`src/rtl/imem_port_arbiter_if.sv`:
```
// Signal bundle between the IF/LS requesters, the arbiter and the byte-pair memory port.
// Handshake: a requester holds *_req; the access is taken in any cycle where *_gnt is high.
interface imem_port_arbiter_if #(
    parameter int ADDR_W = 32
);
    logic              if_req;
    logic [ADDR_W-1:0] if_addr;
    logic              if_last;
    logic              if_abort;
    logic              if_gnt;
    logic              if_rvalid;
    logic [15:0]       if_rdata;

    logic              ls_req;
    logic              ls_we;
    logic [ADDR_W-1:0] ls_addr;
    logic [15:0]       ls_wdata;
    logic [1:0]        ls_be;
    logic              ls_gnt;
    logic              ls_rvalid;
    logic [15:0]       ls_rdata;

    logic [ADDR_W-1:0] mem_addr_low;
    logic [ADDR_W-1:0] mem_addr_high;
    logic              mem_we_low;
    logic              mem_we_high;
    logic [15:0]       mem_wdata;
    logic [7:0]        mem_rdata_low;
    logic [7:0]        mem_rdata_high;

    // 1 while the IF word lock is held
    logic              arb_state;

    modport slave (
        input  if_req, if_addr, if_last, if_abort,
        output if_gnt, if_rvalid, if_rdata,
        input  ls_req, ls_we, ls_addr, ls_wdata, ls_be,
        output ls_gnt, ls_rvalid, ls_rdata,
        output mem_addr_low, mem_addr_high, mem_we_low, mem_we_high, mem_wdata,
        input  mem_rdata_low, mem_rdata_high,
        output arb_state
    );

    modport master (
        output if_req, if_addr, if_last, if_abort,
        input  if_gnt, if_rvalid, if_rdata,
        output ls_req, ls_we, ls_addr, ls_wdata, ls_be,
        input  ls_gnt, ls_rvalid, ls_rdata,
        input  mem_addr_low, mem_addr_high, mem_we_low, mem_we_high, mem_wdata,
        output mem_rdata_low, mem_rdata_high,
        input  arb_state
    );
endinterface

```
`src/rtl/imem_port_arbiter.sv`:
```
// Shares one byte-pair memory port between the IF refill engine and the LS unit:
// word-locked round-robin grant, two-cycle read pipeline, IF abort on redirect.
module imem_port_arbiter #(
    parameter int ADDR_W = 32
) (
    input logic clk,
    input logic rst,
    imem_port_arbiter_if.slave bus
);
    typedef enum logic {
        ARB_OPEN    = 1'b0,
        ARB_IF_LOCK = 1'b1
    } arb_state_t;

    arb_state_t state, state_n;
    logic       last_ls;
    logic       if_gnt, ls_gnt;

    logic       s1_valid, s1_owner_ls, s1_read;
    logic       if_rv_q, ls_rv_q;
    logic [15:0] if_resp_q, if_shown_q, ls_rdata_q, if_rdata_o;
    logic [ADDR_W-1:0] addr_low_q, addr_high_q;
    logic       we_low_q, we_high_q;
    logic [15:0] wdata_q;
    logic [15:0] mem_data;
    logic       if_capture, ls_capture;

    assign mem_data   = {bus.mem_rdata_high, bus.mem_rdata_low};
    assign if_capture = s1_valid && s1_read && !s1_owner_ls && !bus.if_abort;
    assign ls_capture = s1_valid && s1_read && s1_owner_ls;

    always_ff @(posedge clk) begin
        if (rst) state <= ARB_OPEN;
        else     state <= state_n;
    end

    always_comb begin
        state_n = state;
        if_gnt  = 1'b0;
        ls_gnt  = 1'b0;
        if (!rst) begin
            if (state == ARB_IF_LOCK && !bus.if_abort) begin
                if_gnt = bus.if_req;
            end else if (bus.if_req && !bus.if_abort && bus.ls_req) begin
                // tie: whoever did not own the port last time wins
                if_gnt = last_ls;
                ls_gnt = !last_ls;
            end else begin
                if_gnt = bus.if_req && !bus.if_abort;
                ls_gnt = bus.ls_req;
            end
            if (bus.if_abort) state_n = ARB_OPEN;
            if (if_gnt)       state_n = bus.if_last ? ARB_OPEN : ARB_IF_LOCK;
        end
    end

    always_ff @(posedge clk) begin
        if (rst) begin
            last_ls <= 1'b1;
        end else if (if_gnt) begin
            last_ls <= 1'b0;
        end else if (ls_gnt) begin
            last_ls <= 1'b1;
        end
    end

    always_ff @(posedge clk) begin
        if (rst) begin
            addr_low_q  <= '0;
            addr_high_q <= ADDR_W'(1);
            we_low_q    <= 1'b0;
            we_high_q   <= 1'b0;
            wdata_q     <= '0;
            s1_valid    <= 1'b0;
            s1_owner_ls <= 1'b0;
            s1_read     <= 1'b0;
            if_rv_q     <= 1'b0;
            ls_rv_q     <= 1'b0;
            if_resp_q   <= '0;
            if_shown_q  <= '0;
            ls_rdata_q  <= '0;
        end else begin
            we_low_q  <= 1'b0;
            we_high_q <= 1'b0;
            s1_valid  <= if_gnt || ls_gnt;
            if (if_gnt) begin
                addr_low_q  <= bus.if_addr;
                addr_high_q <= bus.if_addr + ADDR_W'(1);
                s1_owner_ls <= 1'b0;
                s1_read     <= 1'b1;
            end else if (ls_gnt) begin
                addr_low_q  <= bus.ls_addr;
                addr_high_q <= bus.ls_addr + ADDR_W'(1);
                s1_owner_ls <= 1'b1;
                s1_read     <= !bus.ls_we;
                if (bus.ls_we) begin
                    we_low_q  <= bus.ls_be[0];
                    we_high_q <= bus.ls_be[1];
                    wdata_q   <= bus.ls_wdata;
                end
            end
            if_rv_q <= if_capture;
            ls_rv_q <= ls_capture;
            if (if_capture) if_resp_q <= mem_data;
            if (ls_capture) ls_rdata_q <= mem_data;
            // tracks what was presented so a masked response never disturbs the held value
            if_shown_q <= if_rdata_o;
        end
    end

    // an abort also suppresses an IF response that is already in the output register
    assign if_rdata_o = (if_rv_q && !bus.if_abort) ? if_resp_q : if_shown_q;

    assign bus.if_gnt        = if_gnt;
    assign bus.if_rvalid     = if_rv_q && !bus.if_abort;
    assign bus.if_rdata      = if_rdata_o;
    assign bus.ls_gnt        = ls_gnt;
    assign bus.ls_rvalid     = ls_rv_q;
    assign bus.ls_rdata      = ls_rdata_q;
    assign bus.mem_addr_low  = addr_low_q;
    assign bus.mem_addr_high = addr_high_q;
    assign bus.mem_we_low    = we_low_q;
    assign bus.mem_we_high   = we_high_q;
    assign bus.mem_wdata     = wdata_q;
    assign bus.arb_state     = state;
endmodule
```
`src/flat_wrapper.sv`:
```
// flat-port wrapper written by rule: the top's interface ports become plain ports
module imem_port_arbiter_flat 
#(
    parameter int ADDR_W = 32
)
  (clk, rst, bus_if_req, bus_if_addr, bus_if_last, bus_if_abort, bus_if_gnt, bus_if_rvalid, bus_if_rdata, bus_ls_req, bus_ls_we, bus_ls_addr, bus_ls_wdata, bus_ls_be, bus_ls_gnt, bus_ls_rvalid, bus_ls_rdata, bus_mem_addr_low, bus_mem_addr_high, bus_mem_we_low, bus_mem_we_high, bus_mem_wdata, bus_mem_rdata_low, bus_mem_rdata_high, bus_arb_state);
  imem_port_arbiter_if #(.ADDR_W(ADDR_W)) bus_i ();
  input logic clk;
  input logic rst;
  input wire logic [$bits(bus_i.if_req)-1:0] bus_if_req;
  input wire logic [$bits(bus_i.if_addr)-1:0] bus_if_addr;
  input wire logic [$bits(bus_i.if_last)-1:0] bus_if_last;
  input wire logic [$bits(bus_i.if_abort)-1:0] bus_if_abort;
  output wire logic [$bits(bus_i.if_gnt)-1:0] bus_if_gnt;
  output wire logic [$bits(bus_i.if_rvalid)-1:0] bus_if_rvalid;
  output wire logic [$bits(bus_i.if_rdata)-1:0] bus_if_rdata;
  input wire logic [$bits(bus_i.ls_req)-1:0] bus_ls_req;
  input wire logic [$bits(bus_i.ls_we)-1:0] bus_ls_we;
  input wire logic [$bits(bus_i.ls_addr)-1:0] bus_ls_addr;
  input wire logic [$bits(bus_i.ls_wdata)-1:0] bus_ls_wdata;
  input wire logic [$bits(bus_i.ls_be)-1:0] bus_ls_be;
  output wire logic [$bits(bus_i.ls_gnt)-1:0] bus_ls_gnt;
  output wire logic [$bits(bus_i.ls_rvalid)-1:0] bus_ls_rvalid;
  output wire logic [$bits(bus_i.ls_rdata)-1:0] bus_ls_rdata;
  output wire logic [$bits(bus_i.mem_addr_low)-1:0] bus_mem_addr_low;
  output wire logic [$bits(bus_i.mem_addr_high)-1:0] bus_mem_addr_high;
  output wire logic [$bits(bus_i.mem_we_low)-1:0] bus_mem_we_low;
  output wire logic [$bits(bus_i.mem_we_high)-1:0] bus_mem_we_high;
  output wire logic [$bits(bus_i.mem_wdata)-1:0] bus_mem_wdata;
  input wire logic [$bits(bus_i.mem_rdata_low)-1:0] bus_mem_rdata_low;
  input wire logic [$bits(bus_i.mem_rdata_high)-1:0] bus_mem_rdata_high;
  output wire logic [$bits(bus_i.arb_state)-1:0] bus_arb_state;
  assign bus_i.if_req = bus_if_req;
  assign bus_i.if_addr = bus_if_addr;
  assign bus_i.if_last = bus_if_last;
  assign bus_i.if_abort = bus_if_abort;
  assign bus_if_gnt = bus_i.if_gnt;
  assign bus_if_rvalid = bus_i.if_rvalid;
  assign bus_if_rdata = bus_i.if_rdata;
  assign bus_i.ls_req = bus_ls_req;
  assign bus_i.ls_we = bus_ls_we;
  assign bus_i.ls_addr = bus_ls_addr;
  assign bus_i.ls_wdata = bus_ls_wdata;
  assign bus_i.ls_be = bus_ls_be;
  assign bus_ls_gnt = bus_i.ls_gnt;
  assign bus_ls_rvalid = bus_i.ls_rvalid;
  assign bus_ls_rdata = bus_i.ls_rdata;
  assign bus_mem_addr_low = bus_i.mem_addr_low;
  assign bus_mem_addr_high = bus_i.mem_addr_high;
  assign bus_mem_we_low = bus_i.mem_we_low;
  assign bus_mem_we_high = bus_i.mem_we_high;
  assign bus_mem_wdata = bus_i.mem_wdata;
  assign bus_i.mem_rdata_low = bus_mem_rdata_low;
  assign bus_i.mem_rdata_high = bus_mem_rdata_high;
  assign bus_arb_state = bus_i.arb_state;
  imem_port_arbiter #(.ADDR_W(ADDR_W)) u_core (.clk(clk), .rst(rst), .bus(bus_i));
endmodule
```
`config.mk`:
```
export PLATFORM = sky130hd
export DESIGN_NAME = imem_port_arbiter_flat
export DESIGN_NICKNAME = d
export VERILOG_FILES = /design/src/rtl/imem_port_arbiter_if.sv /design/src/rtl/imem_port_arbiter.sv /design/src/flat_wrapper.sv
export SDC_FILE = /design/constraint.sdc
export NUM_CORES = 1
export LEC_CHECK = 0
export CAP_MARGIN = 20
export CORE_UTILIZATION = 45
export CTS_CLUSTER_SIZE = 24
export DETAILED_ROUTE_END_ITERATION = 10
export PLACE_DENSITY = 0.8
export SYNTH_ARGS = -nofsm -noshare
export SYNTH_HDL_FRONTEND = slang
export SYNTH_SLANG_ARGS = --single-unit
```
`constraint.sdc`:
```
create_clock -name clk -period 6.3 [get_ports clk]
set_input_delay 1.89 -clock clk [delete_from_list [all_inputs] [get_ports clk]]
set_output_delay 1.89 -clock clk [all_outputs]
set_load 0.05 [all_outputs]
```
Word level (Yosys, flattened, before mapping)
Cells that the tools add are included.
- bits in registers: 137
- logic and storage cells: 57
- bits of input ports: 105
- output and inout bits: 119
- reduce and logical (&&, ||, !) cells: 18
- add/subtract/negate cells: 2
- bitwise logic cells: 3
- mux-type cells: 19
- operators with widths (kind ; count):
    32-bit two-way mux ; 4
    32-bit by 1-bit adder with 32-bit output, second input constant ; 2
    16-bit two-way mux ; 1
    1-bit two-way mux ; 14
    1-bit logical AND ; 8
    1-bit zero test ; 4
    2-bit nonzero test ; 2
    4-bit OR reduction ; 1
    1-bit NOT ; 3
    3-bit AND reduction ; 1
    2-bit OR reduction ; 1
    1-bit logical OR ; 1

Depth between registers and ports, before layout
Gate-level depths: netlist of run 1.
- depth in word-level cells: 9
- gate-level depth with buffers: 12
- mapped depth without buffers: 10

Least setup slack after synthesis of run 1
No wires, ideal clock.
- kind: in2out
- from: input port rst
- to: output port bus_if_gnt
- data required time: 4.410 ns
- setup slack: 0.864 ns
- cell stages on the path: 6
- path buffers: 3
- arrival: 3.546 ns
- cells stage by stage: clkbuf_1 -> nor3b_1 -> nand2_1 -> clkinv_1 -> buf_2 -> buf_2
- longest elaborated chain between the ends: 1
- RTL lines (element ; line ; source):
    start: declaration ; flat_wrapper.sv:9 ; input logic rst;
    1-bit two-way mux ; imem_port_arbiter.sv:41 ; if (!rst) begin
    end: declaration ; flat_wrapper.sv:14 ; output wire logic [$bits(bus_i.if_gnt)-1:0] bus_if_gnt;
Every way passes these cells.

Worst setup path in the final report of run 1
- from: input port bus_if_abort
- to: output port bus_if_rvalid
- longest elaborated chain between the ends: 2
- RTL lines (element ; line ; source):
    start: declaration ; flat_wrapper.sv:13 ; input wire logic [$bits(bus_i.if_abort)-1:0] bus_if_abort;
    1-bit zero test ; imem_port_arbiter.sv:115 ; assign bus.if_rvalid = if_rv_q && !bus.if_abort;
    1-bit logical AND ; imem_port_arbiter.sv:115 ;
    end: declaration ; flat_wrapper.sv:15 ; output wire logic [$bits(bus_i.if_rvalid)-1:0] bus_if_rvalid;
Every way passes these cells.

==> results of run 1 <==
[final timing paths]
check	startpoint	to	slack, ns	cells past startpoint
worst max register to register	u_core.bus.arb_state	u_core.bus.mem_addr_high[30]	2.59	10
worst max-delay path	bus_if_abort	bus_if_rvalid	0.59	4
worst min-delay path	u_core.bus.ls_rdata[11]	u_core.bus.ls_rdata[11]	0.45	2
worst min register to register	u_core.bus.ls_rdata[11]	u_core.bus.ls_rdata[11]	0.45	2
[worst reg2reg max path: stages (launching register included)]
cell      delay (ns)
dfxtp_1         0.35
or3b_2          0.49
nand2_1         0.10
clkinv_1        0.28
mux2_2          0.35
ha_1            0.31
nand3_1         0.11
or4_4           0.45
a22oi_2         0.54
a211oi_1        0.15
or3b_2          0.45
[power breakdown]
group / internal (mW) / switching [mW]
logic: 0.185 / 0.303
registers: 0.911 / 0.0267
clock network: 0.531 / 0.418
total: 1.63 / 0.747
[layout make-up]
cell class,count,area [um2]
repair buffers,238,2300
clock buffers,18,439
inverters,6,22.5
multi-input cells,576,3480
fillers,1139,4600
well taps,180,225
clock inverters,14,129
flip-flops and latches,137,2740
[cell usage after synthesis (5+ instances only)]
cell,instances
dfxtp_1,137
o21ai_0,39
and2_1,26
mux2_2,23
o211ai_1,14
and3_1,16
nand4_1,22
nand2_1,134
a21oi_1,45
xnor2_1,7
o31a_1,6
clkbuf_1,48
nor3_1,12
a311oi_1,6
a211oi_1,28
mux2i_1,15
nor2_1,45
and4_1,8
a211o_1,7
nand3_1,37
buf_1,6
o2111ai_1,5
xor2_1,10
[sequential cells by signal (all words and copies together), names as in the netlist]
register,count
u_core.bus.mem_we_high,1
u_core.if_resp_q,16
u_core.bus.mem_addr_low,32
u_core.s1_valid,1
u_core.bus.ls_rvalid,1
u_core.bus.mem_we_low,1
u_core.s1_read,1
u_core.s1_owner_ls,1
u_core.last_ls,1
u_core.if_shown_q,16
u_core.bus.mem_addr_high,32
u_core.if_rv_q,1
u_core.bus.arb_state,1
u_core.bus.mem_wdata,16
u_core.bus.ls_rdata,16
[per-layer routing]
layer | GRT usage | vias up | part of all wire
met1 | 0.349 | 3133 | 0.42
met2 | 0.447 | 357 | 0.45
met3 | 0.0721 | 38 | 0.10
met5 | 0 | - | 0
met4 | 0.119 | 0 | 0.024
li1 | - | 3237 | -
[logic make-up after synthesis]
| group | Yosys count |
|---|---|
| compound gates | 194 |
| xor+xnor | 17 |
| fa+ha+maj | 1 |
| buf+inv | 65 |
| flops | 137 |
| mux | 38 |
| simple gates | 326 |
==> run metrics, run 1 <==
result of the run finished, final reports clean; Cells after Synth 778; final worst path period need 5.71 ns; Initial DRT Pass Iterations 5; largest family of logic cells by synthesized area simple AND/OR/NAND/NOR gates; mux contribution to synthesized area 0.0633; #FFs+latches synth 137; clk_skew 0.0119 ns; Slew HR 0.327; class of the worst hold path reg2reg; crit start category primary input; final worst slack 0.588 ns; WHS 0.455 ns; async set-reset flop share out of synthesis 0; CTS tree yes; area leader, netlist dfxtp_1; row count 43; GRT overflow 0; most common cell after layout, fill and taps aside clkdlybuf4s50_1; unrepaired setup endpoints after global routing no; Max Slew Vio Count 0; CP cell instances clkdlybuf4s50_1 -> nand2b_1 -> inv_1 -> clkdlybuf4s50_1; Antenna Diode Count 0; clk sink count 137; syn_nets 884; slowest stage delay, CP 0.80 ns; Horiz. Die Dim 122 um; Final Hold Vio Count 0; top cells by area, synth dfxtp_1, nand2_1, mux2_2; Area Growth Syn to Fin 44.4%; Netlist cell types 66; Final Cycle Share 0.907; Die Y 122 um; antenna viol nets, final 0; largest fanout on the critical path 9; Setup TNS Final 0 ns; YS warnings 0; final non-filler cell total 1169; clock buffer depth 2; routed vias/inst 5.79; Routability Congestion 0.915; CP delay by family, top buffers and inverters; HPWL after detailed placement 14600 um; vias in the first global route 6285; overall global routing resource usage 0.278; sequential fraction of the synthesis area 0.424; Finished Cell Area 9330 um2; Worst VDD drop 218 uV; Post-synth EDFFs 0; CTS clk-pin slew, worst paths 0.06 ns; largest net degree at the start of global routing 54; mean area per synthesized cell 8.31 um2; # port buffers 223; Clk Latency, worst-skew pair 0.42 ns; dpl ws 0.581 ns; Core ar. 13900 um2; first-pass GRT wire length 32000 um; Util after Layout 0.670; CTS buffer count 17; Main synth FF type dfxtp_1; WL/cell 17.6 um; Net count, final 1082; CP required 4.41 ns; Synth top area share 0.424; fmax 175 MHz; PwrDens 254 nW/um2; CTS root buf clkbuf_16; die area 14800 um2; WS Path Type in2out; H-tree lvl count 4; WP buf/inv 3; Slew @ Worst Pin 1.01 ns; crit-path most repeated cell clkdlybuf4s50_1; Post-CTS Hold Buffers 0; Compound-Gate Fraction of Synth Area 0.204; # Max-Cap Violations 0; crit path DAT 3.82 ns; I/O pins 224; initial DRC count 635; adder-cell share of the synthesized area 0.00194; Final setup viols 0; share of cells above drive strength 1 0.100; final WL 20500 um; synthesized area 6460 um2; Starting Density 0.464; DRC viols 0; slowest CP cell clkdlybuf4s50_1; leak pwr 3.39 nW; XOR/XNOR share of the synthesized area 0.0230; CTS resizes 0; Worst Setup End Kind primary output; Simple-Gate Fraction of Synth Area 0.244; vias 6765; Area after DPL 8770 um2; initial antenna violation count 0; post-placement cell count 1137; Power, Total 2.37 mW; Setup Buffers After CTS 0; commonest cells after routing, fill and taps aside clkdlybuf4s50_1, dfxtp_1, nand2_1
(Power assumes the default switching activity.)
==> inputs of run 2 (changes only) <==
clock period = 6.99 ns   (was 6.3 ns; I/O delays follow)
==> run metrics, run 2 (synthesized netlist as in run 1, its figures left out) <==
result of the run finished, final reports clean (unchanged); final non-filler cell total 1169 (unchanged); sequential power share 0.388 (was 0.395); Setup TNS Final 0 ns (unchanged); crit path DAT 4.21 ns (was 3.82 ns); clock share of power 0.409 (was 0.400); Horiz. Die Dim 122 um (unchanged); overall global routing resource usage 0.279 (was 0.278); switch share 0.298 (was 0.315); Worst VDD drop 191 uV (was 218 uV); crit path launch bus_if_abort (unchanged); Routability Congestion 0.928 (was 0.915); CP required 4.89 ns (was 4.41 ns); CTS resizes 0 (unchanged); Clk Latency, worst-skew pair 0.42 ns (about the same); Power, Total 2.18 mW (was 2.37 mW); WL/cell 17.4 um (was 17.6 um); fmax 158 MHz; die area 14800 um2 (unchanged); CP delay by family, top buffers and inverters (unchanged); Finished Cell Area 9420 um2 (was 9330 um2); routed vias/inst 5.83 (was 5.79); unrepaired setup endpoints after global routing no (unchanged); Max Slew Vio Count 0 (unchanged); WS Path Type in2out (unchanged); GRT overflow 0 (unchanged); Net Switching 0.648 mW (was 0.747 mW); R2R Path Start u_core.bus.arb_state (unchanged); antenna viol nets, final 0 (unchanged); Antenna Diode Count 0 (unchanged); # port buffers 223 (unchanged); Final setup viols 0 (unchanged); I/O pins 224 (unchanged); CTS buffer count 17 (unchanged); leak pwr 3.36 nW (was 3.39 nW); commonest cells after routing, fill and taps aside clkdlybuf4s50_1, dfxtp_1, nand2_1 (unchanged); Worst Setup End Kind primary output (unchanged); slowest CP cell clkdlybuf4s50_1 (unchanged); Slew HR 0.299 (was 0.327); class of the worst hold path reg2reg (unchanged); dpl ws 0.677 ns (was 0.581 ns); slowest stage delay, CP 0.70 ns (was 0.80 ns); largest net degree at the start of global routing 54 (unchanged); Post-CTS Hold Buffers 0 (unchanged); Combinational Power Share 0.202 (was 0.205); H-tree lvl count 4 (unchanged); CTS clk-pin slew, worst paths 0.06 ns (about the same); clock buffer depth 2 (unchanged); CP cell instances clkdlybuf4s50_1 -> nand2b_1 -> buf_4 -> mux2_2 -> clkdlybuf4s50_1 (was clkdlybuf4s50_1 -> nand2b_1 -> inv_1 -> clkdlybuf4s50_1); crit start category primary input (unchanged); share of cells above drive strength 1 0.0829 (was 0.100); row count 43 (unchanged); hold path startpoint u_core.bus.ls_rdata[9] (was u_core.bus.ls_rdata[11]); final worst slack 0.678 ns (was 0.588 ns); final worst path period need 6.31 ns; Initial DRT Pass Iterations 6 (was 5); final WL 20300 um (was 20500 um); most common cell after layout, fill and taps aside clkdlybuf4s50_1 (unchanged); WP buf/inv 3 (unchanged); CTS tree yes (unchanged); Core ar. 13900 um2 (unchanged); DRC viols 0 (unchanged); clk sink count 137 (unchanged); Area after DPL 8800 um2 (was 8770 um2); initial antenna violation count 0 (unchanged); CTS root buf clkbuf_16 (unchanged); Starting Density 0.464 (unchanged); post-placement cell count 1136 (was 1137); largest fanout on the critical path 17 (was 9); Int Power 1.53 mW (was 1.63 mW); HPWL after detailed placement 14400 um (was 14600 um); vias in the first global route 6279 (was 6285); Final Cycle Share 0.903; Setup Buffers After CTS 0 (unchanged); Net count, final 1082 (unchanged); Die Y 122 um (unchanged); crit-path most repeated cell clkdlybuf4s50_1 (unchanged); clk_skew 0.00689 ns (was 0.0119 ns); first-pass GRT wire length 32300 um (was 32000 um); vias 6815 (was 6765); initial DRC count 655 (was 635); PwrDens 231 nW/um2 (was 254 nW/um2); Slew @ Worst Pin 1.05 ns (was 1.01 ns); Final Hold Vio Count 0 (unchanged); Area Growth Syn to Fin 45.7% (was 44.4%); # Max-Cap Violations 0 (unchanged)
==> run 2: changes by cell type in the layout (fill, tap and decap cells not counted), moves of 2 or more <==
cell | previous run | this run
inv_6 | 6 | 2
inv_8 | 3 | 0
clkdlybuf4s50_1 | 205 | 221
buf_4 | 32 | 15
bufinv_16 | 0 | 2
clkinv_2 | 0 | 2
==> run 2: routing by layer <==
layer	share of wire	GRT usage	routed length, um
met1	0.42	0.361	8560
met5	0	0	0
met2	0.46	0.440	9350
met4	0.023	0.129	475
met3	0.097	0.0613	1970
==> run 2: final timing paths <==
kind	endpoint	slack, ns	cells past startpoint
worst max-delay path	bus_if_rdata[0]	0.68	5
worst min-delay path	u_core.bus.ls_rdata[9]	0.45	2
worst max register to register	u_core.bus.mem_addr_high[18]	3.21	10
worst min register to register	u_core.bus.ls_rdata[9]	0.45	2
==> run 2: final cells by class <==
cell class	count	area, um2
sequential	137	2740
fill	1160	4520
tap	180	225
clock buffer	19	443
multi-input combinational	576	3480
timing repair buffer	238	2360
inverter	6	22.5
clock inverter	13	146
==> run 2: power by group through the flow <==
stage / registers [mW] / logic (mW) / clock network (mW)
floorplan: 0.985 / 0.125 / 0
global placement: 0.861 / 0.433 / 0
detailed placement: 0.861 / 0.435 / 0
CTS: 0.845 / 0.438 / 0.902
global route: 0.849 / 0.466 / 0.934
finish: 0.845 / 0.440 / 0.890
==> run 2: tightest hold or removal path: cells and delay by family, from the launching register on <==
family | cells | cell delay [ns]
flip-flops | 1 | 0.31
AND/OR/NAND/NOR | 1 | 0.05
AO/OA/AOI/OAI | 1 | 0.05
==> run 2: metrics by stage <==
stage	hold slack, ns	util
after floorplan	0.434	-
after CTS	0.455	0.674
after detailed placement	0.446	0.631
after global routing	0.470	0.676
final	0.453	0.676
after global placement	0.438	0.631
